$ cat src/rtl/controle_varredura_esr_if.sv
// Signal bundle between the sensor-SR error scan controller and its
// neighbours (fault source, operator panel, 7-segment decoder).
//   erro_sr        : raw sensor-SR fault level (async to the clock)
//   limpar         : operator acknowledge, debounced, clock-synchronous
//   saida1Contador : digit-select MSB to the decoder
//   saida2Contador : digit-select LSB to the decoder
//   digito         : active-low digit enables, digito[0] = leftmost digit
//   erro_ativo     : high while the fault is latched
// The controller connects through the slave modport; whatever drives the
// fault/acknowledge inputs and watches the display uses the master modport.
interface controle_varredura_esr_if;
    logic       erro_sr;
    logic       limpar;
    logic       saida1Contador;
    logic       saida2Contador;
    logic [3:0] digito;
    logic       erro_ativo;

    modport master (
        output erro_sr,
        output limpar,
        input  saida1Contador,
        input  saida2Contador,
        input  digito,
        input  erro_ativo
    );

    modport slave (
        input  erro_sr,
        input  limpar,
        output saida1Contador,
        output saida2Contador,
        output digito,
        output erro_ativo
    );
endinterface

$ cat src/rtl/controle_varredura_esr.sv
// Sensor-SR error scan controller.
// Latches the (synchronized) sensor-SR fault and, while it is latched, scans
// the 2-bit digit-select code 0,1,2,3 across a four-digit display with a
// dwell of PRESCALE clocks per digit. A blink gate blanks the whole display
// for BLINK_TICKS scan ticks out of every 2*BLINK_TICKS. The fault clears
// only when the operator acknowledges (limpar) after the sensor recovered.
// Ports:
//   clock : system clock, rising edge
//   reset : synchronous, active-high; returns the block to IDLE
//   bus   : slave side of controle_varredura_esr_if (see interface header)
// Every output is a register or a pure decode of registers.
module controle_varredura_esr #(
    parameter int PRESCALE    = 50000,  // clocks per scan tick, >= 2
    parameter int BLINK_TICKS = 250     // scan ticks per blink half-period, >= 1
) (
    input  logic                         clock,
    input  logic                         reset,
    controle_varredura_esr_if.slave      bus
);

    typedef enum logic {
        IDLE   = 1'b0,
        ALERTA = 1'b1
    } state_t;

    localparam int PW = $clog2(PRESCALE);
    localparam int BW = (BLINK_TICKS > 1) ? $clog2(BLINK_TICKS) : 1;

    localparam logic [PW-1:0] PRESC_MAX = PW'(PRESCALE - 1);
    localparam logic [BW-1:0] BLINK_MAX = BW'(BLINK_TICKS - 1);

    logic          sync1;
    logic          erro_s;
    state_t        state;
    state_t        state_next;
    logic [PW-1:0] presc;
    logic [1:0]    scan;
    logic [BW-1:0] blink;
    logic          visivel;
    logic          tick;
    logic          stay_alerta;

    // Two-flop synchronizer for the asynchronous fault level.
    // NOTE: sequential state uses non-blocking (<=) so every flop samples the
    // pre-edge value of its neighbours, which is what makes this a 2-stage chain.
    always_ff @(posedge clock) begin
        if (reset) begin
            sync1  <= 1'b0;
            erro_s <= 1'b0;
        end else begin
            sync1  <= bus.erro_sr;
            erro_s <= sync1;
        end
    end

    always_ff @(posedge clock) begin
        if (reset) begin
            state <= IDLE;
        end else begin
            state <= state_next;
        end
    end

    // Latch on a synchronized fault; release only on acknowledge with the
    // sensor already recovered (a still-active fault ignores limpar).
    always_comb begin
        // NOTE: default assignment first so no path leaves state_next unassigned
        // (which would infer a latch).
        state_next = state;
        case (state)
            IDLE: begin
                if (erro_s) begin
                    state_next = ALERTA;
                end
            end
            ALERTA: begin
                if (bus.limpar && !erro_s) begin
                    state_next = IDLE;
                end
            end
            default: state_next = IDLE;
        endcase
    end

    assign tick = (state == ALERTA) && (presc == PRESC_MAX);

    // Counters run only while ALERTA is held across the edge; entering or
    // leaving ALERTA (or sitting in IDLE) starts them fresh with the display
    // visible.
    assign stay_alerta = (state == ALERTA) && (state_next == ALERTA);

    always_ff @(posedge clock) begin
        if (reset || !stay_alerta) begin
            presc   <= '0;
            scan    <= 2'd0;
            blink   <= '0;
            visivel <= 1'b1;
        end else begin
            presc <= tick ? '0 : presc + 1'b1;
            if (tick) begin
                scan <= scan + 2'd1;
                if (blink == BLINK_MAX) begin
                    blink   <= '0;
                    visivel <= ~visivel;
                end else begin
                    blink <= blink + 1'b1;
                end
            end
        end
    end

    assign bus.erro_ativo     = (state == ALERTA);
    assign bus.saida1Contador = scan[1];
    assign bus.saida2Contador = scan[0];
    assign bus.digito         = ((state == ALERTA) && visivel) ? ~(4'b0001 << scan)
                                                               : 4'b1111;

endmodule

$ cat src/flat_wrapper.sv
// flat-port wrapper written by rule: the top's interface ports become plain ports
module controle_varredura_esr_flat 
#(
    parameter int PRESCALE    = 50000,                               
    parameter int BLINK_TICKS = 250                                              
)
  (clock, reset, bus_erro_sr, bus_limpar, bus_saida1Contador, bus_saida2Contador, bus_digito, bus_erro_ativo);
  controle_varredura_esr_if bus_i ();
  input  logic clock;
  input  logic reset;
  input wire logic [$bits(bus_i.erro_sr)-1:0] bus_erro_sr;
  input wire logic [$bits(bus_i.limpar)-1:0] bus_limpar;
  output wire logic [$bits(bus_i.saida1Contador)-1:0] bus_saida1Contador;
  output wire logic [$bits(bus_i.saida2Contador)-1:0] bus_saida2Contador;
  output wire logic [$bits(bus_i.digito)-1:0] bus_digito;
  output wire logic [$bits(bus_i.erro_ativo)-1:0] bus_erro_ativo;
  assign bus_i.erro_sr = bus_erro_sr;
  assign bus_i.limpar = bus_limpar;
  assign bus_saida1Contador = bus_i.saida1Contador;
  assign bus_saida2Contador = bus_i.saida2Contador;
  assign bus_digito = bus_i.digito;
  assign bus_erro_ativo = bus_i.erro_ativo;
  controle_varredura_esr #(.PRESCALE(PRESCALE), .BLINK_TICKS(BLINK_TICKS)) u_core (.clock(clock), .reset(reset), .bus(bus_i));
endmodule
$ cat config.mk
export PLATFORM = sky130hd
export DESIGN_NAME = controle_varredura_esr_flat
export DESIGN_NICKNAME = d
export VERILOG_FILES = /design/src/rtl/controle_varredura_esr_if.sv /design/src/rtl/controle_varredura_esr.sv /design/src/flat_wrapper.sv
export SDC_FILE = /design/constraint.sdc
export NUM_CORES = 1
export LEC_CHECK = 0
export CORE_ASPECT_RATIO = 1.2
export CORE_MARGIN = 2
export CORE_UTILIZATION = 65
export DETAILED_ROUTE_END_ITERATION = 10
export DONT_BUFFER_PORTS = 1
export GPL_ROUTABILITY_DRIVEN = 1
export HOLD_SLACK_MARGIN = 0.1
export PLACE_DENSITY_LB_ADDON = 0.08
export SLEW_MARGIN = 20
export SYNTH_ARGS = -nofsm -noshare
export SYNTH_HDL_FRONTEND = slang
export SYNTH_SLANG_ARGS = --single-unit
$ cat constraint.sdc
create_clock -name clock -period 3 [get_ports clock]
set_clock_uncertainty 0.05 [all_clocks]
set_input_delay 0.3 -clock clock [delete_from_list [all_inputs] [get_ports clock]]
set_output_delay 0.3 -clock clock [all_outputs]
set_load 0.01 [all_outputs]
# After elaboration in Yosys (flattened, before gate mapping)
# Index checks and enable logic that the tools add are counted.
[totals]
output_inout_bits = 7
ff_bits = 30
word_cells = 30
[classes]
n_reduce_logical = 9
n_mux = 5
shifts = 1
n_addsub = 3
eq_ne = 2
bitwise_logic = 3
[op_table]
columns = ["operator", "count"]
rows = [
  ["$add 16x1->16 const B", 1],
  ["$eq 16x16->1 const B", 1],
  ["$add 8x1->8 const B", 1],
  ["$eq 8x8->1 const B", 1],
  ["$mux 8", 1],
  ["$logic_and 1x1->1", 4],
  ["$mux 4", 1],
  ["$not 4->4", 1],
  ["$shl 1x2->4 const A", 1],
  ["$add 2x1->2 const B", 1],
  ["$logic_not 1->1", 2],
  ["$mux 1", 2],
  ["$not 1->1", 2],
  ["$pmux 1 s2", 1],
  ["$reduce_and 2->1", 1],
  ["$reduce_or 2->1", 1],
  ["$logic_or 1x1->1", 1],
]

# Depth between registers and ports, before layout
# Gate-level depths: netlist of the first run.
[logic_depth]
ltp_word = 8
ltp_mapped = 7
depth_no_buf = 6

# Worst setup path before layout of the first run
# Ideal clock, no wire load.
[synth_timing]
kind = "flip-flop to flip-flop"
start = "register u_core.presc[7]"
end = "register u_core.visivel"
n_path_buf = 0
synth_period_minus_slack_ps = 1933
path_slack_ps = 1067
arrival_ps = 1756
path_stages_with_launch = 5
required_ps = 2823
cell_sequence = "dfxtp_1 or4b_4 or3_4 o31a_1 or3_1"
[synth_via]
elab_chain_cells = 3
[synth_lines]
columns = ["element", "line", "text"]
rows = [
  ["start, declared", "controle_varredura_esr.sv:36", "logic [PW-1:0] presc;"],
  ["start signal, assigned", "controle_varredura_esr.sv:99", "presc <= tick ? '0 : presc + 1'b1;"],
  ["$eq 16x16->1", "controle_varredura_esr.sv:85", "assign tick = (state == ALERTA) && (presc == PRESC_MAX);"],
  ["$logic_and 1x1->1", "controle_varredura_esr.sv:85", ""],
  ["$reduce_and 2->1 (no line)", "--", ""],
  ["end signal, assigned", "controle_varredura_esr.sv:104", "visivel <= ~visivel;"],
  ["end, declared", "controle_varredura_esr.sv:39", "logic visivel;"],
]
# No other way between the ends.
# A chain may end at the register's enable or synchronous reset.

# Worst setup path in the final report of the first run
[layout_timing]
start = "register u_core.presc[13]"
end = "register u_core.visivel"
# Same word-level chain as after synthesis.

==> results of run 1 <==
[layout make-up]
type | instances | area [um2] | area share (%)
multi-input cells | 127 | 837 | 52.5
clock inverters | 1 | 5.00 | 0.314
flip-flops and latches | 30 | 601 | 37.7
clock buffers | 7 | 55.1 | 3.45
inverters | 6 | 22.5 | 1.41
well taps | 31 | 38.8 | 2.43
repair buffers | 4 | 35.0 | 2.20
[state kept, by name, indices dropped and copies added, names as in the netlist]
signal / cells
u_core.presc: 16
u_core.blink: 8
u_core.scan: 2
u_core.bus.erro_ativo: 1
u_core.erro_s: 1
u_core.sync1: 1
u_core.visivel: 1
[power by group through the flow]
stage	Sequential, mW	Clock [mW]	Combinational (mW)
after CTS	0.402	0.254	0.00773
after global placement	0.411	0	0.00486
final	0.402	0.252	0.00769
after detailed placement	0.411	0	0.00530
after global routing	0.402	0.271	0.00871
after floorplan	0.410	0	0.00496
[tightest hold or removal path: stages]
cell,delay [ps]
inv_1,50
a21oi_1,70
nor2_1,100
[cells in the mapped netlist]
cell       n  share of area, %
ha_1       7               5.8
nand3_1   17               5.6
a22oi_1    1              0.50
and3b_1    1              0.58
nand4b_1   3               1.7
o2bb2a_1   1              0.66
nor3_1    14               4.7
nor4_1     2              0.83
or3_4      1              0.75
o21ai_0    7               2.3
a211oi_1   4               2.0
nand4_1    6               2.5
nand2_1    5               1.2
a21oi_1   12               4.0
inv_1      6               1.5
nor3b_1    1              0.50
buf_2      1              0.33
xnor2_1    2               1.2
nor2_1     4               1.0
and3_1     3               1.2
or4b_4     1              0.91
o31a_1     1              0.58
a31oi_1    1              0.42
and4_1     3               1.7
dfxtp_1   30                40
o211ai_1   1              0.50
nor2b_1    4               1.7
buf_1      2              0.50
and2_1     4               1.7
or3_1      3               1.2
xor2_1     9               5.2
a21boi_0   1              0.50
o31ai_1    6               3.0
clkbuf_1   9               2.2
or4_1      2               1.0
[what timing repair did]
item                       CTS  global route
hold buffers                 2             0
hold endpoints to repair     3             0
setup endpoints to repair    0             0
[per-stage QoR]
step                      cell area (um2)  hold WS (ps)  power (mW)  setup WS [ps]  util, %
final                                1590           171       0.661            946     71.3
after global routing                 1590           186       0.682            854     71.3
after CTS                            1590           177       0.664            945     71.3
after detailed placement             1510           326       0.416            946     67.7
after global placement               1510           322       0.416            975     67.7
after floorplan                      1510           322       0.415           1070        -
[worst paths after layout]
path / startpoint / end / slack, ps / cells after the start
worst max-delay path: u_core.presc[13] / u_core.visivel / 950 / 4
worst max register to register: u_core.presc[13] / u_core.visivel / 950 / 4
worst min-delay path: bus_limpar / u_core.bus.erro_ativo / 170 / 3
worst min register to register: u_core.presc[0] / u_core.presc[0] / 400 / 1
[routing by layer]
layer	part of all wire (%)	wire [um]	global-route usage [%]
met1	42	1240	29.8
met5	0	0	0
met4	2.0	59	10.0
met2	51	1540	41.1
met3	5.1	152	11.3
[logic make-up (layout without fill, tap and decap cells)]
| kind of cell | count (synthesis) | after routing | synth area share, % |
|---|---|---|---|
| flops | 30 | 30 | 39.9 |
| buf+inv | 18 | 18 | 4.57 |
| xor+xnor | 11 | 11 | 6.40 |
| simple gates | 74 | 74 | 28.9 |
| compound gates | 35 | 35 | 14.5 |
| fa+ha+maj | 7 | 7 | 5.81 |
==> flow_summary.toml, run 1 <==
[status]
outcome = "finished clean"

[drt]
firstDrtPassIters = 4
first_iter_violations = 27
wl_um = 2990
routed_via_density = 6.18
drc = 0
ant_nets = 0
dr_total_vias = 1274
routedWlPerCell_um = 14.5

[cts]
clockBufferDepth = 2
h-tree-depth = 2
clk-insertion-delay-late_ps = 340
clock-sinks = 30
cts_tree = "yes"
post_cts_buffers = 0
clk_pin_slew_ps = 90
cts-root-buf = "clkbuf_4"
cts_repair_resize_count = 0
numCtsBuffers = 5

[timing]
worstMarginPinSlew_ps = 934
finalCritPeriodShare_pct = 68.5
setup_viol_count_final = 0
final.min_clock_period_ps = 2050
finalMaxSlewViolations = 0
rsz0062_at_grt = "false"
max_slew_margin_pct = 37.4
setup_tns_ps = 0
max_freq_mhz = 487
hold_viol = 0

[grt]
grt_pass1_vias = 1195
grt_pass1_wl_um = 4990
grt_max_degree = 17
gr-usage-all-layers_pct = 26.1
antenna_found_initial = 0
grt_remaining_overflow = 0

[power_and_ir_drop]
p_int_mw = 0.517
swShare_pct = 21.9
p_leak_nw = 0.494
power_frac_seq_pct = 60.7
clkPwrFrac_pct = 38.1
ir_drop_v = 0.000316
p_sw_mw = 0.145
powerDensity_mw_per_mm2 = 415
p_comb_share_pct = 1.2

[synthesis]
postSynthAreaPerCell_um2 = 8.61
synth_area_mm2 = 0.00151
synth_nets = 186
syn_inst = 175
synth_cell_types = 35
ys_ff_latch = 30
yosysSeqAreaShare_pct = 39.9
yosysWarnings = 0

[setup_path]
critPathRequiredTime_ps = 3170
worst_ep_arrival_time_ps = 2230
path_cells = "or4b_4 -> or3_4 -> o31a_1 -> or3_1"
cp_slowest_stage_delay_ps = 550
slowest_stage = "or4b_4"
crit_fanout = 14
critical_path_class = "reg2reg"
startpoint_type = "flop"
critPathTopFamily = "simple AND/OR/NAND/NOR gates"
end_kind = "flop"
crit_buf_inv = 0

[hold_path]
hold_class = "in2reg"

[job]
drv_cap = 0

[placed_design]
post-dp-hpwl_um = 2120
dp_cells = 196
gp_congestion = 0.833
io_buffers = 0

[floorplanning]
design.die.area_mm2 = 0.00272
std_cell_rows = 19
initial_utilization_pct = 67.4
die_h_um = 56.7
core_area_mm2 = 0.00223
die_w_um = 47.9
io-pin-count = 11

[cells_and_area]
drive_gt1_share_pct = 6.29
syn_to_final_growth_pct = 5.81
instances_no_fill = 206
fillers = 199
insertedDiodeCount = 0
nNetsFinal = 185
final_cell_mix = "30 x dfxtp_1, 17 x nand3_1, 14 x nor3_1"
mostFrequentLayoutCell = "dfxtp_1"
(Power assumes the default switching activity.)
==> run 2: changes to the inputs <==
CORE_UTILIZATION = 55   (was 65)
clock period = 1.76 ns   (was 3 ns; I/O delays follow)
==> flow_summary.toml, run 2 (same netlist as run 1, synthesis figures left out) <==
[status]
outcome = "finished, violations left"
violations = "negative setup slack"

[drt]
routed.top_layer = "met4"
routed_via_density = 5.90
ant_nets = 0
firstDrtPassIters = 4
drc = 0
met1_length_um = 1420
wl_um = 3440
first_iter_violations = 24
routed-wl-met3_um = 91
dr_total_vias = 1381
dr_wl_met2_um = 1880
routedWlPerCell_um = 14.7

[floorplanning]
core_area_mm2 = 0.00258
die_h_um = 61.3
die_w_um = 51.8
initial_utilization_pct = 58.4
io-pin-count = 11
std_cell_rows = 20
design.die.area_mm2 = 0.00318

[cells_and_area]
mostFrequentLayoutCell = "dfxtp_1"
largest_register_ffs = 16
utilization_pct = 71.6
fillers = 208
multi_input_comb_area_um2 = 878
syn_to_final_growth_pct = 22.5
nNetsFinal = 211
drive_gt1_share_pct = 22.9
regArea_um2 = 603
final_cell_mix = "28 x dfxtp_1, 25 x buf_4, 17 x nand3_1"
insertedDiodeCount = 0
top_regs = "u_core.presc (16), u_core.blink (8), u_core.scan (2)"
top_register = "u_core.presc"

[timing]
max_freq_mhz = 516
setup_viol_count_final = 22
max_slew_margin_pct = 74.5
final.min_clock_period_ps = 1940
rsz0062_at_grt = "true"
finalCritPeriodShare_pct = 110
hold_viol = 0
setup_ws_ps = -179
finalMaxSlewViolations = 0
worstMarginPinSlew_ps = 378

[power_and_ir_drop]
power_frac_seq_pct = 60.4
p_leak_nw = 0.633
p_comb_share_pct = 1.7
clkPwrFrac_pct = 37.9
swShare_pct = 21.8
finalPower_mw = 1.13
ir_drop_v = 0.000659
p_int_mw = 0.884
powerDensity_mw_per_mm2 = 613
p_sw_mw = 0.247

[setup_path]
slowest_stage = "or4b_4"
critPathTopFamily = "simple AND/OR/NAND/NOR gates"
cp_slowest_stage_delay_ps = 530
end_kind = "flop"
worst_ep_arrival_time_ps = 2110
critical_path_class = "reg2reg"
regToRegSetupSlack_ps = -180
crit_fanout = 5
startpoint_type = "flop"
path_cells = "or4b_4 -> or3_4 -> o31a_1 -> or3_1"
critPathRequiredTime_ps = 1930
crit_buf_inv = 0

[grt]
gr-usage-all-layers_pct = 23.7
grt_pass1_vias = 1285
grt_pass1_wl_um = 5510
grt_max_degree = 17
grt_remaining_overflow = 0
antenna_found_initial = 0

[placed_design]
post-dp-hpwl_um = 2380
io_buffers = 0
gp_congestion = 0.815
dp_slack_ps = -188

[cts]
clk_pin_slew_ps = 100
clk-insertion-delay-late_ps = 320
cts_tree = "yes"
post_cts_buffers = 0
clockBufferDepth = 2
h-tree-depth = 2
cts-root-buf = "clkbuf_4"
numCtsBuffers = 5
clock-sinks = 30

[job]
drv_cap = 0

[hold_path]
hold_class = "in2reg"
run 2: timing repair:
item | in CTS | in global routing
endpoints found under the setup margin | 22 | 26
cloned | 1 | 0
hold buffers | 3 | 0
gates resized for setup | 8 | 8
endpoints found under the hold margin | 4 | 0
pin swaps | 1 | 0
run 2: routing by layer:
metal | GRT usage, % | vias up
met4 | 12.0 | 0
li1 | - | 691
met1 | 25.2 | 658
met3 | 4.37 | 6
met2 | 44.7 | 26
met5 | 0 | -
run 2: area by class of cell:
class,count,area share [%]
Multi-Input combinational cell,127,47.6
Clock inverter,1,0.271
Inverter,6,1.22
Sequential cell,30,32.7
Tap cell,33,2.24
Clock buffer,7,2.98
Timing Repair Buffer,30,13.0
run 2: metrics by stage:
step / hold WS [ps] / area (um2) / cells / setup TNS, ps
final: 218 / 1850 / 234 / -1920
after global routing: 247 / 1850 / 234 / -3100
after CTS: 209 / 1830 / 234 / -1930
after detailed placement: 201 / 1700 / 222 / -2610
after global placement: 199 / 1700 / 222 / -1950
after floorplan: 198 / 1510 / 175 / -2150
run 2: path summary, 6_finish.rpt:
kind                         start        endpoint  depth (start not counted)
setup / recovery  u_core.presc[13]  u_core.visivel                          4
hold / removal          bus_limpar  u_core.visivel                          3
setup reg to reg  u_core.presc[13]  u_core.visivel                          4
hold reg to reg       u_core.sync1   u_core.erro_s                          1
run 2: worst reg2reg max path, stage by stage (launching register included):
cell and delay, ps:
dfxtp_2 330, or4b_4 530, or3_4 370, o31a_1 280
or3_1 300
run 2: power by group through the flow:
stage	Combinational [mW]	Sequential, mW	Clock, mW
final	0.0190	0.683	0.429
after global routing	0.0209	0.684	0.469
after CTS	0.0184	0.683	0.435
after detailed placement	0.0131	0.699	0
after global placement	0.0124	0.699	0
after floorplan	0.00845	0.699	0
==> run 3: changes to the inputs <==
CORE_MARGIN = 3   (was 2)
CORE_UTILIZATION = 65   (was 55)
HOLD_SLACK_MARGIN = not set   (was 0.1)
clock period = 2.5 ns   (was 1.76 ns; I/O delays follow)
==> flow_summary.toml, run 3 (same netlist as run 1, synthesis figures left out) <==
[drt]
first_iter_violations = 50
drc = 0
dr_total_vias = 1257
met1_length_um = 1330
routed_via_density = 6.16
firstDrtPassIters = 4
routed.top_layer = "met4"
routedWlPerCell_um = 15.4
ant_nets = 0
routed-wl-met3_um = 130
dr_wl_met2_um = 1630
wl_um = 3140

[setup_path]
r2r-start = "u_core.presc[7]"
worst-r2r-cell-count = 4
path_cells = "or4b_4 -> or3_4 -> or4_1 -> a21oi_1"
critPathTopFamily = "simple AND/OR/NAND/NOR gates"
critical_path_class = "reg2reg"
slowest_stage = "or4b_4"
cp_slowest_stage_delay_ps = 550
crit_fanout = 14
regToRegSetupSlack_ps = 400
crit_buf_inv = 0
end_kind = "flop"
critPathRequiredTime_ps = 2710
worst_ep_arrival_time_ps = 2310
startpoint_type = "flop"
r2r_end = "u_core.blink[4]"

[cts]
cts_tree = "yes"
clockBufferDepth = 2
h-tree-depth = 2
clock-sinks = 30
clk_pin_slew_ps = 100
cts-root-buf = "clkbuf_4"
post_cts_buffers = 0
clk-insertion-delay-late_ps = 330
numCtsBuffers = 5
cts_repair_resize_count = 0

[grt]
grt_max_degree = 16
gr-usage-all-layers_pct = 24.4
grt_remaining_overflow = 0
antenna_found_initial = 0
grt_pass1_wl_um = 5460
grt_pass1_vias = 1273

[timing]
setup_tns_ps = 0
whs_ps = 10.9
max_slew_margin_pct = 26.6
setup_viol_count_final = 0
final.min_clock_period_ps = 2100
finalCritPeriodShare_pct = 84.1
worstMarginPinSlew_ps = 1100
hold_viol = 0
finalMaxSlewViolations = 0
rsz0062_at_grt = "false"
max_freq_mhz = 476

[hold_path]
hold_class = "in2reg"
min_path_cells = 1
min_from = "bus_erro_sr"
holdPathEnd = "u_core.sync1"

[placed_design]
place_area_mm2 = 0.00151
gp_congestion = 0.810
io_buffers = 0
post-dp-hpwl_um = 2160

[status]
outcome = "finished clean"

[floorplanning]
core_area_mm2 = 0.00214
die_w_um = 49.9
io-pin-count = 11
die_h_um = 58.7
std_cell_rows = 18
design.die.area_mm2 = 0.00293
initial_utilization_pct = 70.4

[cells_and_area]
largest_register_ffs = 16
drive_gt1_share_pct = 6.90
mostFrequentLayoutCell = "dfxtp_1"
nNetsFinal = 184
top_regs = "u_core.presc (16), u_core.blink (8), u_core.scan (2)"
syn_to_final_growth_pct = 6.23
final_cell_mix = "30 x dfxtp_1, 17 x nand3_1, 14 x nor3_1"
final_area_mm2 = 0.00160
top_register = "u_core.presc"
insertedDiodeCount = 0

[job]
drv_cap = 0

[power_and_ir_drop]
powerDensity_mw_per_mm2 = 544
p_leak_nw = 0.500
ir_drop_v = 0.000623
## run 3: changes by cell type in the layout (fill, tap and decap cells not counted), sizes merged
| cell | change |
|---|---|
| dlygate4sd3 | -2 |
| buf | -25 |
| bufinv | +1 |
| clkbuf | -2 |
| clkinv | +1 |
## run 3: layer usage
layer	global-route usage, %	vias to the layer above
li1	-	638
met4	10.3	0
met1	26.9	588
met2	43.3	25
met3	7.34	6
met5	0	-
## run 3: cell type report
| cell class | instances | area, um2 |
|---|---|---|
| sequential | 30 | 601 |
| timing repair buffer | 3 | 25.0 |
| multi-input combinational | 127 | 837 |
| tap | 30 | 37.5 |
| inverter | 6 | 22.5 |
| clock buffer | 5 | 37.5 |
| clock inverter | 3 | 40.0 |
| fill | 155 | 539 |
## run 3: worst reg2reg max path: stages, from the launching register on
cell and delay, ps:
dfxtp_1 380, or4b_4 550, or3_4 430, or4_1 490, a21oi_1 150
## run 3: what timing repair did
action | in CTS | in global routing
endpoints found under the hold margin | 3 | 0
hold buffers | 1 | 0
endpoints found under the setup margin | 0 | 0
## run 3: worst max path at each step
stage                               start         endpoint  cells after the start
after floorplan           u_core.presc[7]   u_core.visivel                      4
after global placement    u_core.presc[7]   u_core.visivel                      4
after detailed placement  u_core.presc[7]   u_core.visivel                      4
after CTS                 u_core.presc[7]  u_core.blink[4]                      4
after global routing      u_core.presc[7]   u_core.visivel                      4
final                     u_core.presc[7]  u_core.blink[4]                      4
## run 3: power breakdown
group / leakage [nW] / internal [mW] / switching, mW
clock network: 0.0450 / 0.207 / 0.173
logic: 0.213 / 0.00331 / 0.00454
registers: 0.242 / 0.480 / 0.00230
total: 0.500 / 0.690 / 0.180
## run 3: per-stage QoR
stage	power [mW]	std cells	setup slack, ps	utilization [%]
final	0.870	204	398	74.8
after global routing	0.900	204	369	74.8
after CTS	0.879	204	420	74.8
after detailed placement	0.500	195	431	70.7
after global placement	0.499	195	471	70.7
after floorplan	0.498	175	567	-
